$ cat src/rtl/sseg_scan_ctrl.sv
// Scan controller for a 4-digit common-anode seven-segment display.
// It drives the digit select, the active-low anodes with a blanking gap at each slot start, and the slot/frame ticks.
module sseg_scan_ctrl #(
  parameter int CLK_DIV      = 100_000,
  parameter int BLANK_CYCLES = 1_000
) (
  input  logic       clk,
  input  logic       reset,
  input  logic       en,
  input  logic [3:0] dig_en,
  output logic [1:0] sel,
  output logic [3:0] an,
  output logic       slot_tick,
  output logic       frame_tick
);

  localparam int CNT_W = (CLK_DIV > 1) ? $clog2(CLK_DIV) : 1;
  localparam logic [CNT_W-1:0] CNT_LAST  = CNT_W'(CLK_DIV - 1);
  localparam logic [CNT_W-1:0] CNT_BLANK = CNT_W'(BLANK_CYCLES);
  localparam logic [3:0]       AN_OFF    = 4'b1111;

  localparam logic ST_IDLE = 1'b0;
  localparam logic ST_RUN  = 1'b1;

  if (CLK_DIV < 4) begin : g_div_check
    $error("sseg_scan_ctrl: CLK_DIV must be at least 4");
  end
  if (BLANK_CYCLES < 1 || BLANK_CYCLES >= CLK_DIV) begin : g_blank_check
    $error("sseg_scan_ctrl: BLANK_CYCLES must satisfy 1 <= BLANK_CYCLES < CLK_DIV");
  end

  logic             state;
  logic [CNT_W-1:0] cnt;
  logic [CNT_W-1:0] cnt_nxt;
  logic [1:0]       sel_nxt;
  logic [3:0]       an_nxt;
  logic             start;
  logic             wrap;
  logic             slot_nxt;
  logic             frame_nxt;

  // From idle, the first active edge opens slot 0 at cnt=0 instead of advancing.
  // NOTE: every signal driven here gets a default first, so no latch can be inferred.
  always_comb begin
    start     = (state == ST_IDLE);
    wrap      = (state == ST_RUN) && (cnt == CNT_LAST);
    cnt_nxt   = cnt + CNT_W'(1);
    sel_nxt   = sel;
    an_nxt    = AN_OFF;
    slot_nxt  = 1'b0;
    frame_nxt = 1'b0;
    if (start) begin
      cnt_nxt   = '0;
      sel_nxt   = 2'd0;
      slot_nxt  = 1'b1;
      frame_nxt = 1'b1;
    end else if (wrap) begin
      cnt_nxt   = '0;
      sel_nxt   = sel + 2'd1;
      slot_nxt  = 1'b1;
      frame_nxt = (sel == 2'd3);
    end
    // an is computed from the next slot position, so the register and the slot stay aligned.
    if (cnt_nxt >= CNT_BLANK && dig_en[sel_nxt]) begin
      an_nxt = ~(4'b0001 << sel_nxt);
    end
  end

  // NOTE: all state uses non-blocking assignments so every register samples pre-edge values.
  always_ff @(posedge clk) begin
    if (reset || !en) begin
      state      <= ST_IDLE;
      cnt        <= '0;
      sel        <= 2'd0;
      an         <= AN_OFF;
      slot_tick  <= 1'b0;
      frame_tick <= 1'b0;
    end else begin
      state      <= ST_RUN;
      cnt        <= cnt_nxt;
      sel        <= sel_nxt;
      an         <= an_nxt;
      slot_tick  <= slot_nxt;
      frame_tick <= frame_nxt;
    end
  end

endmodule

$ cat config.mk
export PLATFORM = sky130hd
export DESIGN_NAME = sseg_scan_ctrl
export DESIGN_NICKNAME = d
export VERILOG_FILES = /design/src/rtl/sseg_scan_ctrl.sv
export SDC_FILE = /design/constraint.sdc
export NUM_CORES = 1
export LEC_CHECK = 0
export ABC_AREA = 1
export CAP_MARGIN = 30
export CORE_MARGIN = 2
export CORE_UTILIZATION = 54
export CTS_BUF_LIST = sky130_fd_sc_hd__clkbuf_4 sky130_fd_sc_hd__clkbuf_8
export DETAILED_ROUTE_END_ITERATION = 16
export PLACE_DENSITY = 0.87
export SYNTH_ARGS = -nofsm -noshare
export SYNTH_HDL_FRONTEND = slang
export SYNTH_SLANG_ARGS = --single-unit
export TNS_END_PERCENT = 30
$ cat constraint.sdc
create_clock -name clk -period 2.1 [get_ports clk]
set_input_delay 0.525 -clock clk [delete_from_list [all_inputs] [get_ports clk]]
set_output_delay 0.525 -clock clk [all_outputs]
set_load 0.005 [all_outputs]
==> results of run 1 <==
-- worst max path at each step --
stage                 startpoint               end  cells past startpoint
3_5_place_dp   cnt[0]$_SDFF_PN0_  an[1]$_SDFF_PP1_                     11
6_report       cnt[0]$_SDFF_PN0_  an[1]$_SDFF_PP1_                     11
2_1_floorplan  cnt[0]$_SDFF_PN0_  an[0]$_SDFF_PP1_                     11
3_3_place_gp   cnt[0]$_SDFF_PN0_  an[3]$_SDFF_PP1_                     11
5_1_grt        cnt[0]$_SDFF_PN0_  an[3]$_SDFF_PP1_                     11
4_1_cts        cnt[0]$_SDFF_PN0_  an[1]$_SDFF_PP1_                     11
-- synth_stat cells (3+ instances only) --
| cell type | n | area share [%] |
|---|---|---|
| sky130_fd_sc_hd__nand2_1 | 49 | 13 |
| sky130_fd_sc_hd__nor2_1 | 48 | 12 |
| sky130_fd_sc_hd__inv_1 | 27 | 6.9 |
| sky130_fd_sc_hd__dfxtp_1 | 26 | 36 |
| sky130_fd_sc_hd__nand3_1 | 24 | 8.2 |
| sky130_fd_sc_hd__nand2_2 | 10 | 4.3 |
| sky130_fd_sc_hd__nand4_1 | 5 | 2.1 |
| sky130_fd_sc_hd__inv_2 | 4 | 1.0 |
| sky130_fd_sc_hd__nand3_2 | 4 | 2.7 |
| sky130_fd_sc_hd__nor2_2 | 3 | 1.3 |
| sky130_fd_sc_hd__nor2_4 | 3 | 2.3 |
| sky130_fd_sc_hd__xor2_1 | 3 | 1.8 |
-- stage by stage --
stage | hold WS [ns] | instances | instance area, sq um | setup WS [ns] | util, %
2_1_floorplan | 0.430 | 222 | 1460 | 0.474 | -
3_3_place_gp | 0.446 | 266 | 1640 | 0.309 | 65.2
4_1_cts | 0.483 | 269 | 1670 | 0.219 | 66.1
5_1_grt | 0.505 | 269 | 1670 | 0.0847 | 66.1
3_5_place_dp | 0.454 | 266 | 1640 | 0.245 | 65.2
6_report | 0.477 | 269 | 1670 | 0.233 | 66.1
-- flip-flops by register name, summed over array words and instances (netlist names) --
| register | count |
|---|---|
| an | 4 |
| state | 1 |
| sel | 2 |
| frame_tick | 1 |
| slot_tick | 1 |
| cnt | 17 |
-- power by group --
group / leakage, uW / internal [uW] / switching (uW)
clock network: 0.0000138 / 67.2 / 132
registers: 0.000210 / 497 / 2.79
logic: 0.000443 / 20.4 / 19.5
total: 0.000667 / 584 / 154
-- routing by layer --
layer  track usage (%)  routed length, um
met4              7.48                 48
met5                 0                  0
met1              27.3               1460
met3              5.35                199
met2              33.1               1370
-- kinds of logic (layout without fill, tap and decap cells) --
family / after synthesis / count (layout)
AOI/OAI and AO/OA: 7 / 7
xor gates and xnor gates: 4 / 4
adders and majority gates: 2 / 2
buffers and inverters: 33 / 50
DFF: 26 / 26
and+or+nand+nor: 150 / 150
-- layout make-up --
type	instances	area [sq um]
Clock buffer	3	22.5
Fill cell	234	856
Inverter	31	116
Multi-Input combinational cell	163	815
Sequential cell	26	520
Tap cell	30	37.5
Timing Repair Buffer	16	155
==> summary.md, run 1 <==
| Metric | Value |
|---|---|
| Result of the run | `complete, no violations` |
| Yosys cell types | `25` |
| Post-CTS setup-driven buffer insertion count | `0` |
| Number of diodes | `0` |
| Worst-case vdd ir drop | `0.456 mV` |
| TritonRoute pass-1 iters | `4` |
| Ordered list of cells on the worst path | `ha_1, nand2_2, inv_2, nand2_2, nor2_2, nand2_2, nand2_2, o21ai_2, nand2_2, a21oi_4, nand3_1` |
| Maxcap violations | `0` |
| Max-slew violation count | `0` |
| Compound-gate portion of the synthesized area | `3.94%` |
| Most used DFF post-synth | `sky130_fd_sc_hd__dfxtp_1` |
| Inserted Clock Buffers | `3` |
| Most common cell after layout, fill and taps aside | `sky130_fd_sc_hd__nand2_1` |
| Arrival time of data at the critical path endpoint | `2.07 ns` |
| Layout cell share with drive strength beyond 1 | `13.4%` |
| Antenna violations before repair | `0` |
| GRT Residual Overflow | `0` |
| Endpoint of the worst hold-timing path | `cnt[0]$_SDFF_PN0_` |
| Transition time of the tightest slew-check pin | `0.409 ns` |
| DRC violations left | `0` |
| Fraction of registers with async set/reset | `0%` |
| Sequential element share of the synthesized area | `35.6%` |
| Tcrit/Tclk final | `88.9%` |
| Number of synthesis warnings | `0` |
| First-pass GRT wire length | `5270 um` |
| Multiplexer fraction of the synthesized cell area | `0%` |
| Number of nets with antenna violations after routing | `0` |
| Starting density of the core | `57.9%` |
| CTS H-Tree Depth | `1` |
| Clock tree skew after final layout | `0.00710 ns` |
| Total chip power | `738 uW` |
| Synthesized cell area | `0.00146 sq mm` |
| Post-Route WL | `3070 um` |
| Adder and majority gate portion of the synthesized area | `1.71%` |
| Number of clock sinks | `26` |
| Synth-to-Final Area Change | `14.1%` |
| Cells resized by post-CTS repair | `0` |
| Cell at the slowest stage of the critical path | `sky130_fd_sc_hd__dfxtp_1` |
| Total negative slack | `0 ns` |
| Startpoint of the tightest hold check path | `cnt[0]$_SDFF_PN0_` |
| DRC marker count from the first detailed-route iteration | `45` |
| Commonest cells after routing, fill and taps aside | `49 x sky130_fd_sc_hd__nand2_1, 48 x sky130_fd_sc_hd__nor2_1, 27 x sky130_fd_sc_hd__inv_1, 26 x sky130_fd_sc_hd__dfxtp_1, 24 x sky130_fd_sc_hd__nand3_1` |
| Critical path peak fanout | `6` |
| Path type of the worst min-delay path | `reg -> reg` |
| Number of nets in the layout | `250` |
| HPWL after detailed placement | `2580 um` |
| Critical Path Source Type | `flip-flop` |
| Count of final hold-check violations | `0` |
| Clock Path Buffers | `2` |
| Critical Setup Path Class | `reg -> reg` |
| Synthesized-area fraction occupied by xor and xnor cells | `2.40%` |
| Worst Path Buf+Inv | `1` |
| Number of instances on the worst hold path | `1` |
| Pwr dens | `443 mW/mm^2` |
| Synth Net Count | `231` |
| DIE AREA | `0.00314 sq mm` |
| Via total after detailed routing | `1399` |
| Number of global-route vias before repair | `1300` |
| Global placement routability congestion | `0.883` |
| Maximum number of pins on one net before global-route repair | `14` |
| Cell leakage power | `0.000667 uW` |
| I/O pin cnt | `15` |
| CTS tree | `built` |
| Delay contributed by the slowest stage of the critical path | `0.36 ns` |
| EDFF count, synth | `0` |
| Die Y-Extent | `56 um` |
| Clock Pin Slew Worst Setup and Hold Paths | `0.13 ns` |
| Upper clock frequency limit | `0.536 GHz` |
| Number of cells on the worst reg-to-reg path | `11` |
| Count of standard-cell rows | `18` |
| Total of hold buffers inserted after clock tree synthesis | `0` |
| Flip-flop and latch count after synthesis | `26` |
| Nature of the critical path endpoint | `flip-flop` |
| Slack of the worst reg-to-reg path | `0.23 ns` |
| Syn avg cell area | `6.58 sq um` |
| Core box area | `0.00252 sq mm` |
| Via density | `5.20` |
| WL/cell | `11.4 um` |
| Die width | `56 um` |
| RR Endpoint | `an[1]$_SDFF_PP1_` |
| Total routing usage reported by global routing | `20.9%` |
| Clock Latency Late Sink | `0.31 ns` |
| Worst-case headroom to the max-slew limit | `72.6%` |
| Most common cell type on the critical path | `sky130_fd_sc_hd__nand2_2` |
| Post-Syn Instances | `222` |
| Crit-path leading delay family | `simple AND/OR/NAND/NOR gates` |
| Number of port buffers | `14` |
| CTS root buffer | `sky130_fd_sc_hd__clkbuf_4` |
| Data required time at the worst endpoint | `2.30 ns` |
| Minimum clock period | `1.87 ns` |
| Combinational family with the most area after synthesis | `simple AND/OR/NAND/NOR gates` |
| Setup repair after global routing missed its margin | `false` |
| Startpoint of the worst-slack reg-to-reg timing path | `cnt[0]$_SDFF_PN0_` |
| Simple-gate share of the synthesized area | `47.7%` |
| Final setup violating endpoints | `0` |
No activity file was read; power rests on OpenSTA's default activity.
==> run 2: changes to the inputs <==
Settings changed: HOLD_SLACK_MARGIN set to 0.1.
==> results of run 2 <==
Final layout, timing and power as in run 1 (identical DEF).
==> edit 1, RTL diff (config.mk and constraints of run 2) <==
The parameter `CLK_DIV` goes from 100_000 to 200_000.
--- a/src/rtl/sseg_scan_ctrl.sv
+++ b/src/rtl/sseg_scan_ctrl.sv
@@ -2,5 +2,5 @@
 // It drives the digit select, the active-low anodes with a blanking gap at each slot start, and the slot/frame ticks.
 module sseg_scan_ctrl #(
-  parameter int CLK_DIV      = 100_000,
+  parameter int CLK_DIV      = 200_000,
   parameter int BLANK_CYCLES = 1_000
 ) (
Check against the original RTL: no difference found for any inputs over 10 cycles, from zero or initial values; that may be too few to reach the edited logic, so the function may still have changed.
==> edit 1 against run 2 <==
Routed wire length fell by 7.9%. Area after synthesis shrank 1.9%. Combinational power is 22% lower. Sequential cell count grew 1. Power rose by 6.2%. Design area is 2.8% lower. Fmax up 0.66%. Worst setup slack improved by 0.012 ns. Global-route usage shrank 0.57 points. Largest power group unchanged.
==> edit 1: results (changes against run 2) <==
[drt]
dr.first_iter.drc_count = 33  ; -27%
vias = 1357  ; -3.0%
wire_per_inst_um = 10.8  ; -5.1%
wl_met1_um = 1330  ; -8.9%
dr.pass1.iters = 4  ; unchanged
wl_met2_um = 1330  ; -3.1%
met3_length_um = 95  ; -52%
highest-signal-layer = met4

[global_route]
grtUsageTotal_pct = 20.3  ; -0.57 points
met2_usage_pct = 32.8  ; -0.29 points
use_met3_pct = 1.41  ; -3.9 points
grt_pass1_vias = 1223  ; -5.9%
grt_antenna_before_repair = 0  ; unchanged
grt_pass1_wl_um = 5060  ; -4.1%
gr-usage-met1_pct = 26.9  ; -0.45 points
grt_max_degree = 17  ; +3

[synth]
ys_seq_area_share_pct = 37.7  ; +2.1 points
synthCells = 216  ; -2.7%
synthTopCellsByCount = nand2_1, nor2_1, dfxtp_1
ys.flop_type = dfxtp_1
netlist_top_cells_area = dfxtp_1, nand2_1, nor2_1, nand3_1, inv_1
synth_cell_types = 25  ; unchanged
asyncSetResetFlopFracSynth_pct = 0  ; unchanged
syn-num-nets = 225  ; -2.6%

[power_and_ir_drop]
internal-power_mw = 0.606  ; +3.7%
seq_power_mw = 0.521  ; +4.4%
power.share.clock_pct = 29.5  ; +2.6 points
peakVddDrop_v = 0.000506  ; +11%
p_leak_nw = 0.651  ; -2.4%

[clock_tree]
cts_resized = 0  ; unchanged
insertion_delay_ns = 0.33  ; +0.02 ns
clockRootBuffer = clkbuf_4
path_clk_slew_ns = 0.14
cts_htree_levels = 1  ; unchanged
cts_buffer_depth = 2  ; unchanged

[cells_and_area]
reg.largest.list = cnt x18, an x4, sel x2
final_nets = 241  ; -3.6%
diodes = 0  ; unchanged
layout-drive-gt1-share_pct = 9.52  ; -3.9 points
nFillCells = 206  ; -12%
layout.cells.non_filler = 261  ; -3.0%

[timing]
skew_ns = 0.00103  ; -0.00607 ns
tightest_slew_ns = 0.453  ; +0.0433 ns

[place]
io_buffers = 14  ; unchanged
dp.final_hpwl_um = 2170  ; -16%
place_congestion = 0.796  ; -9.9%
place_area_mm2 = 0.00159  ; -3.3%
post-place-ws_ns = 0.260  ; +0.0142 ns

[worst_setup_path]
path_max_fanout = 6  ; unchanged
cp.arrival_ns = 2.08
slowest_delay_ns = 0.40  ; +0.04 ns

[status]
outcome = finished clean

[floorplan]
die-area_mm2 = 0.00308  ; -1.8%

-- edit 1: cell count changes after synthesis, moves of 2 or more --
cell	change
nand4_1	+8
nor2_1	-8
nand2_2	-6
nand2_1	+5
inv_1	-3
xor2_1	-3
a21oi_1	+2
clkinv_1	+2
nand3_2	-2
-- edit 1: area by class of cell --
type | count | area share (%)
multi-input cells | 157 | 47.1
clock buffers | 3 | 1.39
clock inverters | 1 | 0.463
inverters | 29 | 6.72
well taps | 30 | 2.32
flip-flops and latches | 27 | 33.4
repair buffers | 14 | 8.65
-- edit 1: final timing paths --
kind,cells after the start,end,start,slack [ns]
min,1,cnt[0]$_SDFF_PN0_,cnt[0]$_SDFF_PN0_,0.50
max reg2reg,12,an[2]$_SDFF_PP1_,cnt[0]$_SDFF_PN0_,0.25
min reg2reg,1,cnt[0]$_SDFF_PN0_,cnt[0]$_SDFF_PN0_,0.50
max,12,an[2]$_SDFF_PP1_,cnt[0]$_SDFF_PN0_,0.25
-- edit 1: metrics by stage --
| stage | hold WS (ns) | total power [mW] | utilization (%) |
|---|---|---|---|
| floorplan | 0.430 | 0.545 | - |
| global placement | 0.448 | 0.563 | 63.6 |
| detailed placement | 0.477 | 0.563 | 63.6 |
| CTS | 0.503 | 0.785 | 64.8 |
| global route | 0.517 | 0.811 | 64.8 |
| finish | 0.498 | 0.784 | 64.8 |
-- edit 1: logic make-up after synthesis --
| logic type | after synthesis | synth area share, % |
|---|---|---|
| xor gates and xnor gates | 1 | 0.611 |
| adders and majority gates | 2 | 1.75 |
| AOI/OAI and AO/OA | 7 | 3.06 |
| DFF | 27 | 37.7 |
| buffers and inverters | 32 | 9.00 |
| and+or+nand+nor | 147 | 47.9 |
==> edit 2, RTL diff (settings of run 2) <==
Made on the original files. Put one more register stage on the output `slot_tick`, without a reset. The value now appears one clock later. The other outputs are not delayed to match.
--- a/src/rtl/sseg_scan_ctrl.sv
+++ b/src/rtl/sseg_scan_ctrl.sv
@@ -22,4 +22,6 @@
   localparam logic ST_IDLE = 1'b0;
   localparam logic ST_RUN  = 1'b1;
+
+  logic slot_tick_s0;
 
   if (CLK_DIV < 4) begin : g_div_check
@@ -74,5 +76,5 @@
       sel        <= 2'd0;
       an         <= AN_OFF;
-      slot_tick  <= 1'b0;
+      slot_tick_s0 <= 1'b0;
       frame_tick <= 1'b0;
     end else begin
@@ -81,9 +83,13 @@
       sel        <= sel_nxt;
       an         <= an_nxt;
-      slot_tick  <= slot_nxt;
+      slot_tick_s0 <= slot_nxt;
       frame_tick <= frame_nxt;
     end
   end
 
+  always_ff @(posedge clk) begin
+    slot_tick <= slot_tick_s0;
+  end
+
 endmodule
 
Behaviour: not the same (a bounded check fails within 4 cycles, from zero or initial values).
==> edit 2 against run 2 <==
Critical path depth is the same. Via count grew 1.3%. Non-clock buffer count unchanged. Power increased by 7.2%. Final cell count is 0.74% higher. Count of clock-buffer cells in the layout grew 1. Critical endpoint unchanged. Design area rose by 1.7%. Die area up 1.3%. Sequential cell count increased by 1. Area after synthesis increased by 1.4%. Routed wire length grew 3.9%. Largest power group unchanged. Clock power increased by 16%. Worst setup slack got worse by 0.026 ns.
==> edit 2: results (changes against run 2) <==
[global_route]
grt_pass1_wl_um = 5310  ; +0.80%
grt_max_degree = 15  ; +1
grtUsageTotal_pct = 21.1  ; +0.26 points
grt_pass1_vias = 1232  ; -5.2%

[drt]
vias = 1417  ; +1.3%
wl_um = 3190  ; +3.9%
vias_per_cell = 5.23  ; +0.54%
dr.first_iter.drc_count = 97  ; +120%

[synth]
syn-num-nets = 232  ; +0.43%
synthTopCellsByCount = nand2_1, nor2_1, dfxtp_1, inv_1, nand3_1
synth_seq_cells = 27  ; +3.8%
synth_cell_types = 25  ; unchanged
ys_seq_area_share_pct = 36.5  ; +0.87 points
synth_compound_area_share_pct = 3.89  ; -0.053 points
synth-xor-area-share_pct = 2.37  ; -0.032 points
netlist_top_cells_area = dfxtp_1, nand2_1, nor2_1, nand3_1, inv_1
synth_warnings = 0  ; unchanged
synth.avg_cell_area_um2 = 6.64  ; +0.92%
yosys.area_share.adder_pct = 1.69  ; -0.023 points

[floorplan]
die_w_um = 56.4  ; +0.63%

[cells_and_area]
reg.largest.list = cnt x17, an x4, sel x2
seqCellArea_um2 = 541  ; +3.8%
buf_share_pct = 9.16  ; -0.15 points
final_nets = 251  ; +0.40%
nClkBuffers = 4  ; +1
multi_input_area_um2 = 815  ; unchanged
layout-drive-gt1-share_pct = 13.7  ; +0.30 points
nFillCells = 229  ; -2.1%
clock_cell_area_share_pct = 1.77  ; +0.42 points
area_delta_synth_final_pct = 14.5

[place]
post-place-ws_ns = 0.244  ; -0.00155 ns
place_congestion = 0.891  ; +0.85%
dp.cells = 267  ; +0.38%
dp.final_hpwl_um = 2590  ; +0.33%
place_area_mm2 = 0.00166  ; +1.2%

[clock_tree]
path_clk_slew_ns = 0.14
insertion_delay_ns = 0.33  ; +0.02 ns
cts_buffers = 3  ; unchanged
postCtsSetupBuffers = 0  ; unchanged

[worst_setup_path]
crit_family = simple AND/OR/NAND/NOR gates
path_max_fanout = 6  ; unchanged
cp.arrival_ns = 2.10  ; +0.03 ns

[timing]
skew_ns = 0.0153  ; +0.00823 ns
max_slew_margin_pct = 74.2  ; +1.6 points

[power_and_ir_drop]
peakVddDrop_v = 0.000589  ; +29%
p_leak_nw = 0.680  ; +1.9%

[status]
outcome = finished clean

[hold_path]
whs_path_depth = 0  ; -1

[edit 2: logic make-up after synthesis]
kind of cell	after synthesis
xor+xnor	4
fa+ha+maj	2
flops	27
compound gates	7
simple gates	150
buf+inv	33
[edit 2: layer usage]
layer	GRT usage [%]	vias up	wire length (µm)
li1	-	728	-
met1	29.6	628	1530
met2	32.9	52	1420
met3	4.15	9	209
met4	6.12	0	34
met5	0	-	0
[edit 2: worst paths after layout]
kind              slack (ns)                 to                     from
setup / recovery        0.21   an[1]$_SDFF_PP1_        cnt[0]$_SDFF_PN0_
hold / removal          0.35  slot_tick$_DFF_P_  slot_tick_s0$_SDFF_PN0_
setup reg to reg        0.21   an[1]$_SDFF_PP1_        cnt[0]$_SDFF_PN0_
hold reg to reg         0.35  slot_tick$_DFF_P_  slot_tick_s0$_SDFF_PN0_
[edit 2: power by group]
part | internal, mW | switching [mW]
registers | 0.517 | 0.00167
logic | 0.0205 | 0.0215
clock network | 0.0873 | 0.143
total | 0.625 | 0.167
